**src/rtl/wb_sched_pkg.sv**
```systemverilog
// Shared defaults and types for the write-back port scheduler.
package wb_sched_pkg;

   localparam int DATA_W_DEF = 32;
   localparam int RA_W_DEF   = 5;
   localparam int MAX_LD_DEF = 4;
   localparam int SKID_D_DEF = 2;

   // Outstanding-load counter width (MAX_LD is limited to 1..15).
   localparam int LDC_W = 4;

   // Which requester owns the regfile write port this cycle.
   typedef enum logic [1:0] {
      SRC_NONE = 2'd0,
      SRC_MEM  = 2'd1,
      SRC_SKID = 2'd2,
      SRC_EX   = 2'd3
   } wsrc_e;

endpackage

```
**src/rtl/wb_skid_fifo.sv**
```systemverilog
// Small synchronous FIFO of {rd, data} that holds EX results waiting for the
// write port.  Per-entry valid/rd vectors are exported for the hazard check.
module wb_skid_fifo #(
   parameter int DATA_W = 32,
   parameter int RA_W   = 5,
   parameter int DEPTH  = 2
) (
   input  logic                           clk,
   input  logic                           rst,
   input  logic                           i_push,
   input  logic [RA_W-1:0]                i_push_rd,
   input  logic [DATA_W-1:0]              i_push_data,
   input  logic                           i_pop,
   output logic [$clog2(DEPTH):0]         o_count,
   output logic [RA_W-1:0]                o_head_rd,
   output logic [DATA_W-1:0]              o_head_data,
   output logic [DEPTH-1:0]               o_vld,
   output logic [DEPTH-1:0][RA_W-1:0]     o_rd
);

   localparam int PW = $clog2(DEPTH);
   localparam int CW = PW + 1;

   logic [DEPTH-1:0][RA_W-1:0]   r_rd;
   logic [DEPTH-1:0][DATA_W-1:0] r_data;
   logic [DEPTH-1:0]             r_vld;
   logic [PW-1:0]                r_wptr;
   logic [PW-1:0]                r_rptr;
   logic [CW-1:0]                r_cnt;

   // Pointer/valid bookkeeping; caller never pushes when full or pops when empty.
   always_ff @(posedge clk) begin
      if (rst) begin
         r_wptr <= '0;
         r_rptr <= '0;
         r_vld  <= '0;
      end else begin
         if (i_pop) begin
            r_vld[r_rptr] <= 1'b0;
            r_rptr        <= r_rptr + 1'b1;
         end
         if (i_push) begin
            r_vld[r_wptr] <= 1'b1;
            r_wptr        <= r_wptr + 1'b1;
         end
      end
   end

   // Entry payload storage; contents are meaningless while the valid bit is low.
   always_ff @(posedge clk) begin
      if (rst) begin
         r_rd   <= '0;
         r_data <= '0;
      end else if (i_push) begin
         r_rd[r_wptr]   <= i_push_rd;
         r_data[r_wptr] <= i_push_data;
      end
   end

   // Occupancy count; simultaneous push and pop cancel out.
   always_ff @(posedge clk) begin
      if (rst) begin
         r_cnt <= '0;
      end else begin
         case ({i_push, i_pop})
            2'b10:   r_cnt <= r_cnt + 1'b1;
            2'b01:   r_cnt <= r_cnt - 1'b1;
            default: r_cnt <= r_cnt;
         endcase
      end
   end

   assign o_count     = r_cnt;
   assign o_head_rd   = r_rd[r_rptr];
   assign o_head_data = r_data[r_rptr];
   assign o_vld       = r_vld;
   assign o_rd        = r_rd;

endmodule

```
**src/rtl/wb_sched.sv**
```systemverilog
// Write-back scheduler: shares the single regfile write port between the
// never-stalled load-return path and the stallable EX path, tracks pending
// loads per register, and tells decode when it must stall.
module wb_sched
   import wb_sched_pkg::*;
#(
   parameter int DATA_W = DATA_W_DEF,
   parameter int RA_W   = RA_W_DEF,
   parameter int MAX_LD = MAX_LD_DEF,
   parameter int SKID_D = SKID_D_DEF
) (
   input  logic              clk,
   input  logic              rst,
   input  logic              ex_valid,
   input  logic [RA_W-1:0]   ex_rd,
   input  logic [DATA_W-1:0] ex_data,
   output logic              ex_ready,
   input  logic              ld_issue,
   input  logic [RA_W-1:0]   ld_issue_rd,
   output logic              ld_can_issue,
   input  logic              mem_rvalid,
   input  logic [RA_W-1:0]   mem_rd,
   input  logic [DATA_W-1:0] mem_rdata,
   output logic              rf_we,
   output logic [RA_W-1:0]   rf_waddr,
   output logic [DATA_W-1:0] rf_wdata,
   input  logic [RA_W-1:0]   dec_rs1,
   input  logic [RA_W-1:0]   dec_rs2,
   input  logic [RA_W-1:0]   dec_rd,
   output logic              hazard,
   output logic              err
);

   localparam int NREG = 1 << RA_W;
   localparam int CW   = $clog2(SKID_D) + 1;

   logic [LDC_W-1:0]  r_ld_cnt;
   logic [NREG-1:0]   r_sb;
   logic              r_err;
   logic              r_we;
   logic [RA_W-1:0]   r_waddr;
   logic [DATA_W-1:0] r_wdata;

   logic [CW-1:0]                 w_buf_cnt;
   logic [RA_W-1:0]               w_head_rd;
   logic [DATA_W-1:0]             w_head_data;
   logic [SKID_D-1:0]             w_ent_vld;
   logic [SKID_D-1:0][RA_W-1:0]   w_ent_rd;

   logic  w_ex_acc;
   logic  w_buf_empty;
   logic  w_ld_full;
   logic  w_ld_empty;
   logic  w_ld_ok;
   logic  w_rv_ok;
   logic  w_err_set;
   logic  w_push;
   logic  w_pop;
   wsrc_e w_src;
   logic  w_haz;

   assign w_buf_empty  = (w_buf_cnt == '0);
   assign ex_ready     = (w_buf_cnt < CW'(SKID_D));
   assign w_ex_acc     = ex_valid && ex_ready;

   assign w_ld_full    = (r_ld_cnt == LDC_W'(MAX_LD));
   assign w_ld_empty   = (r_ld_cnt == '0);
   assign ld_can_issue = (r_ld_cnt < LDC_W'(MAX_LD));

   // A load beyond the limit is dropped; a return with nothing outstanding is
   // dropped and not written.
   assign w_ld_ok = ld_issue && !w_ld_full;
   assign w_rv_ok = mem_rvalid && !w_ld_empty;

   assign w_err_set = (ld_issue && w_ld_full)
                   || (mem_rvalid && w_ld_empty)
                   || (w_rv_ok && !r_sb[mem_rd]);

   // Port arbitration: load return, then oldest buffered EX, then a direct EX
   // only when nothing is buffered so EX order is preserved.  A dropped
   // return still occupies the port for that cycle.
   always_comb begin
      w_src  = SRC_NONE;
      w_pop  = 1'b0;
      w_push = 1'b0;
      if (mem_rvalid) begin
         w_src = w_rv_ok ? SRC_MEM : SRC_NONE;
      end else if (!w_buf_empty) begin
         w_src = SRC_SKID;
         w_pop = 1'b1;
      end else if (w_ex_acc) begin
         w_src = SRC_EX;
      end
      w_push = w_ex_acc && (w_src != SRC_EX);
   end

   wb_skid_fifo #(
      .DATA_W (DATA_W),
      .RA_W   (RA_W),
      .DEPTH  (SKID_D)
   ) u_skid (
      .clk         (clk),
      .rst         (rst),
      .i_push      (w_push),
      .i_push_rd   (ex_rd),
      .i_push_data (ex_data),
      .i_pop       (w_pop),
      .o_count     (w_buf_cnt),
      .o_head_rd   (w_head_rd),
      .o_head_data (w_head_data),
      .o_vld       (w_ent_vld),
      .o_rd        (w_ent_rd)
   );

   // Registered write port; address/data hold between writes.
   always_ff @(posedge clk) begin
      if (rst) begin
         r_we    <= 1'b0;
         r_waddr <= '0;
         r_wdata <= '0;
      end else begin
         r_we <= (w_src != SRC_NONE);
         case (w_src)
            SRC_MEM: begin
               r_waddr <= mem_rd;
               r_wdata <= mem_rdata;
            end
            SRC_SKID: begin
               r_waddr <= w_head_rd;
               r_wdata <= w_head_data;
            end
            SRC_EX: begin
               r_waddr <= ex_rd;
               r_wdata <= ex_data;
            end
            default: begin
               r_waddr <= r_waddr;
               r_wdata <= r_wdata;
            end
         endcase
      end
   end

   // Outstanding-load count; issue and return together net to zero.
   always_ff @(posedge clk) begin
      if (rst) begin
         r_ld_cnt <= '0;
      end else begin
         case ({w_ld_ok, w_rv_ok})
            2'b10:   r_ld_cnt <= r_ld_cnt + 1'b1;
            2'b01:   r_ld_cnt <= r_ld_cnt - 1'b1;
            default: r_ld_cnt <= r_ld_cnt;
         endcase
      end
   end

   // Pending-load scoreboard; the set is applied last so it wins over a clear.
   always_ff @(posedge clk) begin
      if (rst) begin
         r_sb <= '0;
      end else begin
         if (mem_rvalid) r_sb[mem_rd] <= 1'b0;
         if (w_ld_ok)    r_sb[ld_issue_rd] <= 1'b1;
      end
   end

   // Sticky protocol-error flag.
   always_ff @(posedge clk) begin
      if (rst)            r_err <= 1'b0;
      else if (w_err_set) r_err <= 1'b1;
   end

   // Decode stall: pending load on any named register, or a source operand
   // whose EX result is still buffered or is being written this cycle.
   always_comb begin
      w_haz = r_sb[dec_rs1] || r_sb[dec_rs2] || r_sb[dec_rd];
      if (r_we && ((r_waddr == dec_rs1) || (r_waddr == dec_rs2))) w_haz = 1'b1;
      for (int i = 0; i < SKID_D; i++) begin
         if (w_ent_vld[i] && ((w_ent_rd[i] == dec_rs1) || (w_ent_rd[i] == dec_rs2)))
            w_haz = 1'b1;
      end
   end

   assign hazard   = w_haz;
   assign err      = r_err;
   assign rf_we    = r_we;
   assign rf_waddr = r_waddr;
   assign rf_wdata = r_wdata;

endmodule

```
**config.mk**
```make
export PLATFORM = sky130hd
export DESIGN_NAME = wb_sched
export DESIGN_NICKNAME = d
export VERILOG_FILES = /design/src/rtl/wb_sched_pkg.sv /design/src/rtl/wb_skid_fifo.sv /design/src/rtl/wb_sched.sv
export SDC_FILE = /design/constraint.sdc
export NUM_CORES = 1
export LEC_CHECK = 0
export CORE_MARGIN = 2
export CORE_UTILIZATION = 32
export CTS_CLUSTER_SIZE = 16
export DETAILED_ROUTE_END_ITERATION = 16
export PLACE_DENSITY_LB_ADDON = 0.25
export SETUP_SLACK_MARGIN = 0.4
export SLEW_MARGIN = 30
export SYNTH_ARGS = -nofsm -noshare
export SYNTH_HDL_FRONTEND = slang
export SYNTH_SLANG_ARGS = --single-unit
```
**constraint.sdc**
```tcl
create_clock -name clk -period 2.6 [get_ports clk]
set_clock_uncertainty 0.1 [all_clocks]
set_input_delay 0.39 -clock clk [delete_from_list [all_inputs] [get_ports clk]]
set_output_delay 0.39 -clock clk [all_outputs]
set_load 0.005 [all_outputs]
```
**Yosys cells after proc, flatten, opt, wreduce, memory -nomap -nowiden**

Cells that the tools add are included.

- Flip-flop bits (word level): 155
- Bits in latches: 0
- Bits in writable memories: 0
- Memory bits (read-only): 0
- Input bits: 99
- Word-level logic and storage cells: 129
- Memories kept: 0

- $add $sub $neg: 6
- $mul: 0
- Div/mod/pow operators: 0
- Order comparisons: 13
- Equal/unequal tests: 15
- Shift operators: 0
- Muxes and demuxes: 45
- Bitwise gates (word level): 6
- Reductions and logical operators: 30

Operators by type and width:

| cell | count |
|---|---|
| 32-bit 2-to-1 mux | 6 |
| 32-bit case mux with 3 select lines | 1 |
| 64-bit bitwise mux | 1 |
| 32-bit bitwise AND | 1 |
| 32-bit demux with 1-bit select | 1 |
| 32-bit inverter | 1 |
| 32-bit bitwise OR | 1 |
| 5-bit == test | 6 |
| 5-bit by 6-bit less-than comparator with 1-bit output, second input constant | 5 |
| 1-bit binary-select mux with 5-bit select | 4 |
| 5-bit 2-to-1 mux | 3 |
| 5-bit case mux with 3 select lines | 1 |
| 1-bit logical AND | 14 |
| 1-bit 2-to-1 mux | 14 |
| 2-bit 2-to-1 mux | 6 |
| 10-bit bitwise mux | 1 |
| 1-bit demux with 5-bit select | 2 |
| 5-bit by 1-bit greater-or-equal comparator with 1-bit output, second input constant | 2 |
| 2-bit == test, second input constant | 4 |
| 4-bit case mux with 2 select lines | 1 |
| 1-bit logical OR | 7 |
| 2-bit by 1-bit == test with 1-bit output, second input constant | 3 |
| 2-bit nonzero test | 3 |
| 5-bit demux with 1-bit select | 1 |
| other kinds (20) | 26 |

**Depth between registers and ports, before layout**

- Word-level depth: 10
- Mapped depth: 11
- Mapped depth without buffers: 10

**By module**

Synthesis repeated with hierarchy kept, for this count alone.

- Cells, all modules: 954
- Area, all modules: 8087.8 µm²

By module, submodules not included:

| module | times used | cells each | area each (µm²) |
|---|---|---|---|
| wb_sched | 1 | 565 | 4877.2 |
| wb_skid_fifo | 1 | 389 | 3210.6 |

**Worst setup path before layout**

OpenSTA, ideal clock, no wires.

- Path type: input to output
- Start: in dec_rs2[1]
- End: out hazard
- Data arrival time: 1.822 ns
- Setup slack: 0.288 ns
- Stages on the path: 6
- Buffers on the path: 1
- Cells stage by stage: clkbuf_1 > mux4_2 > nand4_1 > nand4_1 > a211oi_1 > nand4_1

- Word-level cells in the longest chain between the ends: 7

RTL lines:

| what | RTL line | source |
|---|---|---|
| start: declaration | wb_sched.sv:28 | `input logic [RA_W-1:0] dec_rs2,` |
| 1-bit binary-select mux with 5-bit select | wb_sched.sv:176 | `w_haz = r_sb[dec_rs1] \|\| r_sb[dec_rs2] \|\| r_sb[dec_rd];` |
| 1-bit 2-to-1 mux (implied by the code) | wb_sched.sv:176 |  |
| 1-bit logical OR (2 in series) | wb_sched.sv:176 |  |
| 1-bit 2-to-1 mux | wb_sched.sv:177 | `if (r_we && ((r_waddr == dec_rs1) \|\| (r_waddr == dec_rs2))) w_haz = 1'b1;` |
| 1-bit 2-to-1 mux | wb_sched.sv:179 | `if (w_ent_vld[i] && ((w_ent_rd[i] == dec_rs1) \|\| (w_ent_rd[i] == dec_rs2)))` |
| 1-bit 2-to-1 mux * | wb_sched.sv:179 |  |
| end: declaration | wb_sched.sv:30 | `output logic hazard,` |

Every way passes the cells marked *; elsewhere a longest branch is shown, timed or not. The select of a mux whose other input is x is not followed.

**Worst setup path in the final report**

- Start: in dec_rs2[4]
- End: out hazard

The elaborated chain is that of the path after synthesis.

==> impl_metrics.env <==
export IMPL_cts_tree="built"
export IMPL_area_delta_synth_final_pct=34.61
export IMPL_violations="setup timing"
export IMPL_pwr_share_seq_pct=35.1
export IMPL_ir_drop_mv=0.4333
export IMPL_chipWidth_um=165.2
export IMPL_final_util_pct=44.17
export IMPL_ys_seq_elements=155
export IMPL_slew_viol_final=0
export IMPL_timing_fmax_ghz=0.3821
export IMPL_crit_start="dec_rs2[4]"
export IMPL_layout_drive_gt1_share_pct=15.88
export IMPL_p_comb_share_pct=35.4
export IMPL_p_total_mw=8.669
export IMPL_antenna_found_initial=0
export IMPL_status="finished with violations"
export IMPL_worst_pin_slew_ns=0.5993
export IMPL_cts_buffer_depth=2
export IMPL_grt_pass1_vias=7478
export IMPL_hp_start="u_skid.r_data[1]$_SDFFE_PP0P_"
export IMPL_seq_area_frac_synth_pct=37.34
export IMPL_power_frac_clock_pct=29.5
export IMPL_ys_warn_count=0
export IMPL_synth_area_per_cell_um2=8.524
export IMPL_syn_nets=1078
export IMPL_power_density_nw_per_um2=774.9
export IMPL_nets=1236
export IMPL_rsz0062_at_grt="yes"
export IMPL_gp_congestion=0.9196
export IMPL_synth_edff_count=0
export IMPL_pin_count=141
export IMPL_netlist_top_cells_count="188 x nand2_1, 155 x dfxtp_1, 118 x a21oi_1, 80 x mux2i_1, 68 x a211oi_1"
export IMPL_io_buffers=140
export IMPL_wirelength_mm=26.69
export IMPL_worst_slack_ns=-0.01744
export IMPL_regToRegStartpoint="r_ld_cnt[0]$_SDFFE_PP0P_"
export IMPL_p_int_mw=5.659
export IMPL_ys_flop_type="dfxtp_1"
export IMPL_viasPerCell=5.287
export IMPL_clock_sinks=155
export IMPL_diodes=0
export IMPL_ys_top_cells_by_area="dfxtp_1 37%, mux2i_1 9.6%, nand2_1 8.5%"
export IMPL_grt_total_usage_pct=19.28
export IMPL_drt_iter0_drc=516
export IMPL_critPathMaxFanout=12
export IMPL_p_leak_nw=3.982
export IMPL_synthArstFlopShare_pct=0
export IMPL_synth_area_leader_cell="dfxtp_1"
export IMPL_overflow=0
export IMPL_htreeDepth=4
export IMPL_cts_root_buf="clkbuf_16"
export IMPL_slew_headroom_pct=59.87
export IMPL_cp_data_required_time_ns=2.11
export IMPL_hold_class="reg2reg"
export IMPL_postSynthCellCount=975
export IMPL_start_kind="input port"
export IMPL_cp_arrival_ns=2.13
export IMPL_hold_ws_ns=0.3531
export IMPL_ant_nets=0
export IMPL_wire_per_inst_um=18.08
export IMPL_vias=7803
export IMPL_clock_latency_ns=0.43
export IMPL_coreArea_um2=25330
export IMPL_finalCritPeriodShare_pct=100.7
export IMPL_finalHoldViolCount=0
export IMPL_yosysTopAreaCellShare_pct=37.34
export IMPL_fp_dieH_um=165.2
export IMPL_initial_core_util_pct=32.81
export IMPL_cp_end_kind="output port"
export IMPL_drtPass1Iterations=5
export IMPL_grt_pass1_wl_mm=41.01
export IMPL_grt_max_degree=66
export IMPL_cts_buffers=17
export IMPL_path_class="in2out"
export IMPL_maxCapViolations=0
export IMPL_row_count=58
export IMPL_setup_viol=1
export IMPL_clk_pin_slew_worst_paths_ns=0.06
export IMPL_synth_distinct_cells=52
export IMPL_yosysMostFrequentCell="nand2_1"
export IMPL_die_area_um2=27270
export IMPL_route_detailed_drc=0
export IMPL_switching_share_pct=34.71
export IMPL_min_period_ns=2.617
export IMPL_dp_hpwl_mm=17.95
export IMPL_p_switching_mw=3.009
export IMPL_netlist_area_um2=8310
[sequential cells by signal, summed over array words and instances, names as in the netlist]
register and count:
err 1, r_ld_cnt 4, r_sb 32, rf_waddr 5, rf_wdata 32, rf_we 1
u_skid.o_count 2, u_skid.o_rd 10, u_skid.o_vld 2, u_skid.r_data 64, u_skid.r_rptr 1, u_skid.r_wptr 1
[power groups by stage]
stage	logic (mW)	clock network (mW)	registers, mW
after detailed placement	2.90	0	3.06
after global placement	2.88	0	3.06
final	3.07	2.56	3.04
after floorplan	1.89	0	2.96
after global routing	3.36	2.71	3.09
after CTS	2.93	2.62	3.02
[logic make-up after synthesis]
group / Yosys count / share of synthesized area, %
and+or+nand+nor: 330 / 18.05
adders and majority gates: 4 / 0.6023
buffers and inverters: 95 / 5.495
muxes: 109 / 17.09
xor gates and xnor gates: 37 / 3.900
AOI/OAI and AO/OA: 245 / 17.53
DFF: 155 / 37.34
[timing repair]
action	CTS	global route
cloned	0	1
pin swaps	6	13
setup endpoints to repair	4	8
gates resized for setup	34	24
buffers inserted	0	3
hold buffers	0	0
[routing by layer]
layer  wire length, um  GRT usage, %  vias to the layer above
met1             11960         26.63                     3705
met4               450         5.573                        0
met5                 0             0                        -
met3              1964         4.221                       30
met2             12310         30.23                      276
li1                  -             -                     3792
[metrics by stage]
step	setup slack, ns	std cells	setup TNS (ns)	cell area [um2]
6_report	-0.01744	1476	-0.01744	11190
5_1_grt	-0.1224	1476	-0.1224	11190
4_1_cts	0.03550	1472	0	11040
3_5_place_dp	-0.5939	1440	-0.6462	10390
3_3_place_gp	-0.5867	1440	-0.6136	10390
2_1_floorplan	0.4317	975	0	8315
[critical path, stage by stage]
cell	delay (ns)
clkdlybuf4s50_1	0.51
buf_12	0.15
mux4_2	0.30
o22ai_2	0.21
nor4_2	0.06
nor3_1	0.23
nand4_1	0.13
buf_2	0.14
[layout make-up]
| type | instances | area (um2) |
|---|---|---|
| Fill cell | 2523 | 14140 |
| Multi-Input combinational cell | 725 | 4861 |
| Timing Repair Buffer | 219 | 2118 |
| Clock buffer | 18 | 439.2 |
| Inverter | 15 | 56.30 |
| Sequential cell | 155 | 3131 |
| Clock inverter | 14 | 168.9 |
| Tap cell | 330 | 412.9 |
[worst paths after layout]
path / slack, ns / end / depth (start not counted)
min: 0.35 / u_skid.r_data[1]$_SDFFE_PP0P_ / 2
max: -0.02 / hazard / 8
max reg2reg: 0.47 / r_ld_cnt[3]$_SDFFE_PP0P_ / 10
min reg2reg: 0.35 / u_skid.r_data[1]$_SDFFE_PP0P_ / 2
[cell usage in the layout (no fill, tap or decap), types with 3 or more instances in the layout]
cell type and n:
dlygate4sd2_1 5, nor2_1 58, xnor2_1 9, mux4_2 26, dfxtp_4 4, or3_1 4, buf_12 8, nor3_1 9
clkbuf_16 18, o22ai_1 5, dfxtp_2 10, inv_1 10, buf_6 6, clkdlybuf4s50_1 130, nor2b_1 5, a21oi_1 117
nand2_1 188, o21ai_1 10, or2_2 3, a211oi_1 68, dfxtp_1 141, nor4_1 6, mux2i_1 80, inv_6 3
inv_8 5, buf_4 65, nand3b_1 12, inv_2 3, xor2_1 27, o21ai_0 29, nand4_1 4, nand3_1 15
nor3b_1 4, a221oi_1 4
Note: power is estimated with default switching activity, not from simulation.
